$ cat config.mk
export PLATFORM = sky130hd
export DESIGN_NAME = canonical_huffman_decoder
export DESIGN_NICKNAME = d
export VERILOG_FILES = /design/src/rtl/canonical_huffman_decoder.sv
export SDC_FILE = /design/constraint.sdc
export NUM_CORES = 1
export LEC_CHECK = 0
export CELL_PAD_IN_SITES_DETAIL_PLACEMENT = 0
export CELL_PAD_IN_SITES_GLOBAL_PLACEMENT = 2
export CORE_ASPECT_RATIO = 0.8
export CORE_MARGIN = 5
export CORE_UTILIZATION = 39
export CTS_BUF_LIST = sky130_fd_sc_hd__clkbuf_8
export DETAILED_ROUTE_END_ITERATION = 8
export PLACE_DENSITY = 0.77
export SLEW_MARGIN = 25
export SYNTH_ARGS = -nofsm -noshare
export SYNTH_HDL_FRONTEND = slang
export SYNTH_SLANG_ARGS = --single-unit
$ cat constraint.sdc
create_clock -name clk -period 8.3 [get_ports clk]
set_clock_uncertainty 0.1 [all_clocks]
set_input_delay 0.83 -clock clk [delete_from_list [all_inputs] [get_ports clk]]
set_output_delay 0.83 -clock clk [all_outputs]
set_load 0.005 [all_outputs]
$ cat src/rtl/canonical_huffman_decoder.sv
// rtl/canonical_huffman_decoder.sv - bit-serial canonical Huffman decoder with table rebuild from code lengths
// Define HUFF_DEC_ERR_EN for a sticky overflow error; otherwise overflowing codes are dropped silently.
module canonical_huffman_decoder #(
  parameter int NSYM   = 10,
  parameter int LEN_W  = 4,
  parameter int MAXLEN = 9,
  parameter int SYM_W  = 4
) (
  input  logic                  clk,
  input  logic                  reset,
  input  logic                  cfg_start,
  input  logic [NSYM*LEN_W-1:0] cfg_lens,
  output logic                  tbl_ready,
  input  logic                  bit_valid,
  input  logic                  bit_in,
  output logic                  bit_ready,
  output logic                  sym_valid,
  output logic [SYM_W-1:0]      sym_out,
  input  logic                  sym_ready,
  output logic                  err
);
  localparam int CW = $clog2(NSYM + 1);
  localparam int LW = $clog2(MAXLEN + 1);
  localparam int SW = $clog2(NSYM);
  localparam int AW = MAXLEN + 1;

  typedef enum logic [1:0] {IDLE, BUILD, FINAL, DECODE} state_t;
  state_t state, state_nxt;

  logic [NSYM*LEN_W-1:0] lens;
  logic [CW-1:0]         cnt     [0:MAXLEN];
  logic [CW-1:0]         off     [0:MAXLEN];
  logic [AW-1:0]         first   [0:MAXLEN];
  logic [SYM_W-1:0]      sym_tab [NSYM];
  logic [CW-1:0]         wp;
  logic [LW-1:0]         bl;
  logic [SW-1:0]         bs;
  logic [MAXLEN-2:0]     acc;
  logic [LW-1:0]         len;
  logic                  err_q;

  // Build scan: row bl is the code length, column bs the symbol.
  logic [LEN_W-1:0] cur_len;
  logic             hit, row_end, build_last;
  logic [CW-1:0]    cnt_row;
  logic [LW-1:0]    bl_nx;

  assign cur_len    = lens[32'(bs)*LEN_W +: LEN_W];
  assign hit        = (32'(cur_len) == 32'(bl));
  assign row_end    = (bs == SW'(NSYM - 1));
  assign build_last = row_end && (bl == LW'(MAXLEN));
  assign cnt_row    = cnt[bl] + CW'(hit);
  assign bl_nx      = bl + LW'(1);

  logic [MAXLEN-1:0] acc_new;
  logic [LW-1:0]     len_new;
  logic [AW-1:0]     diff, tab_idx;
  logic              match, accept;
  logic [SYM_W-1:0]  sym_sel;

  assign acc_new = {acc, bit_in};
  assign len_new = len + LW'(1);
  assign diff    = {1'b0, acc_new} - first[len_new];
  assign match   = diff < AW'(cnt[len_new]);
  assign tab_idx = AW'(off[len_new]) + diff;
  // Over-subscribed codebooks can index past the table; return symbol 0 there.
  assign sym_sel = (tab_idx < AW'(NSYM)) ? sym_tab[tab_idx[SW-1:0]] : '0;

`ifdef HUFF_DEC_ERR_EN
  assign err = err_q;
`else
  assign err = 1'b0;
`endif

  assign tbl_ready = (state == DECODE);
  assign bit_ready = tbl_ready & ~sym_valid & ~err & ~cfg_start;
  assign accept    = bit_valid & bit_ready;

  always_ff @(posedge clk or posedge reset) begin
    if (reset) state <= IDLE;
    else       state <= state_nxt;
  end

  always_comb begin
    state_nxt = state;
    if (cfg_start) begin
      state_nxt = BUILD;
    end else begin
      case (state)
        BUILD:   if (build_last) state_nxt = FINAL;
        FINAL:   state_nxt = DECODE;
        default: state_nxt = state;
      endcase
    end
  end

  always_ff @(posedge clk or posedge reset) begin
    if (reset) begin
      lens      <= '0;
      wp        <= '0;
      bl        <= LW'(1);
      bs        <= '0;
      acc       <= '0;
      len       <= '0;
      sym_valid <= 1'b0;
      sym_out   <= '0;
      err_q     <= 1'b0;
      for (int i = 0; i <= MAXLEN; i++) begin
        cnt[i]   <= '0;
        off[i]   <= '0;
        first[i] <= '0;
      end
      for (int i = 0; i < NSYM; i++) sym_tab[i] <= '0;
    end else if (cfg_start) begin
      lens      <= cfg_lens;
      wp        <= '0;
      bl        <= LW'(1);
      bs        <= '0;
      acc       <= '0;
      len       <= '0;
      sym_valid <= 1'b0;
      sym_out   <= '0;
      err_q     <= 1'b0;
      for (int i = 0; i <= MAXLEN; i++) begin
        cnt[i]   <= '0;
        off[i]   <= '0;
        first[i] <= '0;
      end
      for (int i = 0; i < NSYM; i++) sym_tab[i] <= '0;
    end else begin
      case (state)
        BUILD: begin
          if (bs == '0) off[bl] <= wp;
          if (hit) begin
            sym_tab[wp[SW-1:0]] <= SYM_W'(bs);
            wp                  <= wp + CW'(1);
            cnt[bl]             <= cnt_row;
          end
          if (row_end) begin
            if (bl != LW'(MAXLEN)) first[bl_nx] <= (first[bl] + AW'(cnt_row)) << 1;
            bs <= '0;
            bl <= bl_nx;
          end else begin
            bs <= bs + SW'(1);
          end
        end
        DECODE: begin
          if (sym_valid && sym_ready) sym_valid <= 1'b0;
          if (accept) begin
            if (match) begin
              sym_valid <= 1'b1;
              sym_out   <= sym_sel;
              acc       <= '0;
              len       <= '0;
            end else if (len_new == LW'(MAXLEN)) begin
              acc <= '0;
              len <= '0;
`ifdef HUFF_DEC_ERR_EN
              err_q <= 1'b1;
`endif
            end else begin
              acc <= acc_new[MAXLEN-2:0];
              len <= len_new;
            end
          end
        end
        default: ;
      endcase
    end
  end

endmodule

==> Yosys cells after proc, flatten, opt, wreduce, memory -nomap -nowiden <==
Cells that the tools add are included.
{ "word_totals": {"register_bits": 291, "in_bits": 46, "wordCells": 182} }
{ "op_classes": {"add_sub_neg": 8, "magnitude_cmp": 10, "n_eq_ne": 9, "n_shift": 1, "mux": 73, "n_bitwise": 10, "reduce_logical": 22} }
{ "op_table": {"columns": ["operator", "n"], "rows": [
  ["2-to-1 mux 100 bit", 4],
  ["2-to-1 mux 40 bit", 9],
  ["bitwise mux 40 bit", 3],
  ["2-to-1 mux 4 bit", 29],
  ["bitwise mux 100 bit", 1],
  ["binary-select mux 10 bit (select 4 bit)", 2],
  ["binary-select mux 4 bit (select 4 bit)", 4],
  ["demux 10 bit (select 4 bit)", 1],
  ["2-to-1 mux 8 bit", 5],
  ["variable part select 40 x 7 -> 4 bit", 1],
  ["demux 4 bit (select 4 bit)", 2],
  ["2-to-1 mux 10 bit", 3],
  [">= comparator 5 bit, second input constant", 5],
  ["inverter 4 -> 5 bit", 5],
  ["2-to-1 mux 9 bit", 2],
  ["adder 4 x 1 -> 4 bit, second input constant", 4],
  ["nonzero test 2 bit", 8],
  ["less-than comparator 5 x 1 -> 1 bit, second input constant", 3],
  ["== test 4 bit, second input constant", 3],
  ["adder 4 x 10 -> 10 bit", 1],
  ["less-than comparator 10 x 4 -> 1 bit", 1],
  ["less-than comparator 10 x 4 -> 1 bit, second input constant", 1],
  ["AND reduction 2 bit", 5],
  ["subtractor 9 x 10 -> 10 bit", 1],
  ["other kinds (16)", 30]
]} }

==> Depth between registers and ports, before layout <==
{ "depth": {"word_depth": 16, "mapped_depth": 20} }

==> Worst setup path after synthesis <==
Ideal clock, no wire load.
{ "synth_timing": {"path_kind": "register to register", "startpoint": "register len[0]", "endpoint": "register sym_out[0]", "arrival_time_ns": 4.802, "path_slack_ns": 3.319, "path_stages_with_launch": 16, "synth_period_minus_slack_ns": 4.981, "path_cell_list": "dfrtp_1 > buf_2 > buf_1 > buf_1 > mux4_2 > mux2i_1 > o22a_1 > fa_1 > fa_1 > xnor2_1 > nor2b_1 > nand2b_1 > o21ai_0 > a211oi_1 > nand3_1 > mux2i_1"} }
{ "synth_between": {"elab_chain_cells": 16} }
{ "synth_lines": {"columns": ["element", "line", "text"], "rows": [
  ["from (decl)", "39", "logic [LW-1:0] len;"],
  ["from (signal assigned)", "163", "len <= len_new;"],
  ["adder 4 x 1 -> 4 bit *", "62", "assign len_new = len + LW'(1);"],
  ["inverter 4 -> 5 bit (not written as such) *", "63, 64, 65", null],
  ["binary-select mux 10 bit (select 4 bit)", "63", "assign diff = {1'b0, acc_new} - first[len_new];"],
  ["2-to-1 mux 10 bit (not written as such) (2 in a row)", "63", null],
  ["subtractor 9 x 10 -> 10 bit", "63", null],
  ["adder 4 x 10 -> 10 bit", "65", "assign tab_idx = AW'(off[len_new]) + diff;"],
  ["inverter 4 -> 5 bit (not written as such)", "67", "assign sym_sel = (tab_idx < AW'(NSYM)) ? sym_tab[tab_idx[SW-1:0]] : '0;"],
  ["binary-select mux 4 bit (select 4 bit)", "67", null],
  ["2-to-1 mux 4 bit (not written as such) (2 in a row)", "67", null],
  ["2-to-1 mux 4 bit", "67", null],
  ["2-to-1 mux 4 bit", "150", "if (match) begin"],
  ["2-to-1 mux 4 bit", "149", "if (accept) begin"],
  ["2-to-1 mux 4 bit", "131", "case (state)"],
  ["2-to-1 mux 4 bit", "114", "end else if (cfg_start) begin"],
  ["to (signal assigned)", "152", "sym_out <= sym_sel;"],
  ["to (decl)", "18", "output logic [SYM_W-1:0] sym_out,"]
]} }
Mark *: on every way between the ends. The rest lies on a longest branch, timed or not. The select of a mux whose other input is x is not followed.
A chain may end at the register's enable or synchronous reset.

==> Worst setup path in the final report <==
{ "layout_timing": {"startpoint": "register len[0]", "endpoint": "register sym_out[3]"} }
The elaborated chain is that of the path after synthesis.

==> implementation parameters <==
Parameter                              Value

Run status
  Result of the run ... finished clean

Pwr
  Highest ir drop seen on vdd ... about 110 uV
  Design Power ... 2.875 mW
  Cell leakage power ... 7.348 nW
  Pwr per Cell Area ... 166.4 nW/um^2

Logic synthesis
  Fraction of the yosys area taken by sequential cells ... 0.4602
  Area share of the leading cell type in the synthesized netlist ... 0.4585
  List of most frequent post-synthesis cells ... sky130_fd_sc_hd__dfrtp_1, sky130_fd_sc_hd__nand2_1, sky130_fd_sc_hd__mux2i_1
  Post-synth cell types ... 64
  Top flip-flop cell by instance count after synthesis ... sky130_fd_sc_hd__dfrtp_1
  Count of flip-flops with a built-in enable after synthesis ... 0
  Number of storage elements in the synthesis netlist ... between 200 and 300
  Most area-hungry cell type in the Yosys netlist ... sky130_fd_sc_hd__dfrtp_1
  Largest cells by area after synthesis ... sky130_fd_sc_hd__dfrtp_1, sky130_fd_sc_hd__mux4_2, sky130_fd_sc_hd__mux2i_1, sky130_fd_sc_hd__mux2_2, sky130_fd_sc_hd__nand2_1
  Most common cell in the synthesized netlist ... sky130_fd_sc_hd__dfrtp_1
  Yosys warning total ... 0
  Synth Area per Inst ... 11.00 um^2
  Async set-or-reset flop fraction in the synthesized netlist ... 1.000
  Gate count after technology mapping ... between 1000 and 1500
  Mapped cell area ... 15280 um^2

Place
  RD Place Congestion ... ~0.82
  Setup Slack @ Placement ... 2.543 ns
  Port Buffers ... 52
  Detailed placement HPWL ... between 20 and 30 mm

Floorplanning
  Placeable core region ... 38440 um^2
  Number of placement rows ... 64
  Count of boundary I/O pins ... 54
  Initial core utilization ... 0.3976
  Floorplan die width ... ~230 um
  Floorplan die height ... 187.0 um
  Die Footprint ... between 40000 and 50000 um^2

Setup path
  Stage delay of the slowest cell on the critical path ... 0.77 ns
  Crit-path max FO ... 23
  CP Data Required Time ... between 8 and 9 ns
  Critical path launch point type ... flip-flop
  Arrival time at the worst endpoint ... 6.22 ns
  Critical-path cell with the highest stage delay ... sky130_fd_sc_hd__ha_1
  Series of cell instances along the critical path ... inv_1 > ha_1 > buf_4 > inv_1 > a31oi_1 > buf_4 > o22a_1 > fa_1 > fa_1 > xnor2_1 > nor2b_1 > nand2b_1 > o21ai_0 > a211oi_1 > nand3_1 > mux2i_1
  Critical path endpoint category ... flip-flop
  Worst Setup Path Type ... flip-flop to flip-flop

Clock network
  Clock Tree Root ... sky130_fd_sc_hd__clkbuf_8
  Postcts setup bufs ... 0
  CTS hold repair buffers ... 0
  Clk_lat worst skew ... 0.61 ns
  Clock Sink Count ... 281
  H-tree depth reported by CTS ... 2
  Num CTS Buffers ... 49
  PostCTS Resize Cnt ... 0
  Clock transition at the register clock pins on the worst setup and hold paths after CTS ... 0.06 ns
  CTS Buffer Depth ... 3
  CTS tree ... yes

Finish
  Filler cell count ... 3622
  Fraction of final layout cells with drive strength greater than 1 ... 0.1763
  Synth-to-Final Area Change ... 13.08%
  Count of inserted antenna diode cells ... 0
  Storage cell area ... just over 7000 um^2
  Final core occ ... 0.4495
  Multi-input gate area in the final layout ... around 7800 um^2
  Net count reported at finish ... approximately 1500

Global routing
  Number of global-route vias before repair ... 11515
  GR met1 Demand/Resource ... 0.3206
  Initial antenna violation count ... 1
  M3 GR Usage ... 0.03749
  Tot GR Track Use ... 0.2009
  Layer with the highest usage after global routing ... met1
  GRT overflow ... 0
  First-pass GRT wire length ... 69.19 mm
  Met2 Resource Use GR ... 0.2842
  Largest net degree at the start of global routing ... 150

Timing
  Maximum clock rate ... 172.0 MHz
  Setup_tns ... 0 ns
  Total of endpoints with negative setup slack in the final report ... 0
  Max-slew headroom at the worst pin ... 0.3381
  Period Utilization, post-route ... 0.7005
  Final slew viol count ... 0
  Transition at the pin with the smallest max-transition slack ... 0.9929 ns
  Number of hold violations in the final report ... 0
  Post-route worst hold slack ... 0.3815 ns
  Shortest clock period the worst path allows after layout ... 5.814 ns
  Final setup slack of the worst path ... 2.486 ns
  RSZ-0062 raised after global routing ... no

Route
  Number of nets with antenna violations after detailed routing ... 0
  DRC violation total after the first TritonRoute iteration ... between 700 and 800
  Via/cell ratio ... about 5.7
  Routed length per instance ... 22.21 um
  Total DRC errors in the routed layout ... 0
  Overall via count from detail_route ... around 11000
  First-pass iteration count of the detailed router ... 5
  Routed wire length ... 43.37 mm

Min path
  Hold/Removal Path Class ... flip-flop to flip-flop

Flow run
  Count of max-cap constraint violations ... 0
-- per-layer routing --
layer  routed length (um)  vias up
met1                22270     5768
met5                    0        -
li1                     -     5145
met2                18040      241
met4                  677        0
met3                 2383       62
-- kinds of logic after synthesis --
group	after synthesis	share of synthesized area
mux	244	0.2253
fa+ha+maj	37	0.03177
simple gates	399	0.1189
buf+inv	120	0.03160
xor+xnor	31	0.01900
other cells	1	0.0002454
flops	281	0.4602
compound gates	276	0.1129
-- where the power goes --
part	switching, mW	total, mW	internal (mW)
registers	0.0157	1.41	1.39
clock network	0.584	1.25	0.668
logic	0.129	0.215	0.0863
-- flip-flops by register name, summed over array words and instances, names as in the netlist, 4 cells and up --
name,flops
wp,4
off,40
lens,40
sym_tab,40
len,4
bs,4
acc,8
cnt,40
sym_out,4
first,90
bl,4
-- per-stage QoR --
step / cell area (um^2) / instances
2_1_floorplan: 15290 / 1391
3_3_place_gp: 16260 / 1865
3_5_place_dp: 16280 / 1866
4_1_cts: 17240 / 1952
5_1_grt: 17280 / 1953
6_report: 17280 / 1953
-- cells in the final DEF (no fill, tap or decap), drive strengths merged, types with 15 or more instances in the layout --
cell type / instances
a21oi: 68
a22o: 15
a32o: 16
buf: 29
clkbuf: 62
clkdlybuf4s50: 51
dfrtp: 280
ha: 34
inv: 37
mux2: 60
mux2i: 110
mux4: 74
nand2: 143
nand3: 93
nor2: 104
o21ai: 104
xnor2: 19
-- worst max-delay path, delay by kind of cell, from the launching register on --
kind / cells / cell delay, ns
simple gates: 3 / 0.63
flops: 1 / 0.55
buf+inv: 4 / 1.06
compound gates: 4 / 0.94
mux: 1 / 0.18
fa+ha+maj: 3 / 1.69
xor+xnor: 1 / 0.53
-- worst paths after layout --
check,start,to,slack (ns),cells past startpoint
worst max-delay path,len[0]$_DFFE_PP0P_,sym_out[3]$_DFFE_PP0P_,2.49,16
worst min-delay path,first[9]$_DFFE_PP0P_,first[9]$_DFFE_PP0P_,0.38,2
max in group asynchronous,reset,off[23]$_DFFE_PP0P_,6.09,5
worst max register to register,len[0]$_DFFE_PP0P_,sym_out[3]$_DFFE_PP0P_,2.49,16
min in group asynchronous,reset,bs[2]$_DFFE_PP0N_,0.71,3
worst min register to register,first[9]$_DFFE_PP0P_,first[9]$_DFFE_PP0P_,0.38,2
-- final cells by class --
type,count,share of cell area
clock buffers,62,0.04938
clock inverters,24,0.005938
inverters,21,0.004779
multi-input cells,990,0.4516
flip-flops and latches,281,0.4072
well taps,495,0.03584
repair buffers,80,0.04518
Note: power is estimated with default switching activity, not from simulation.
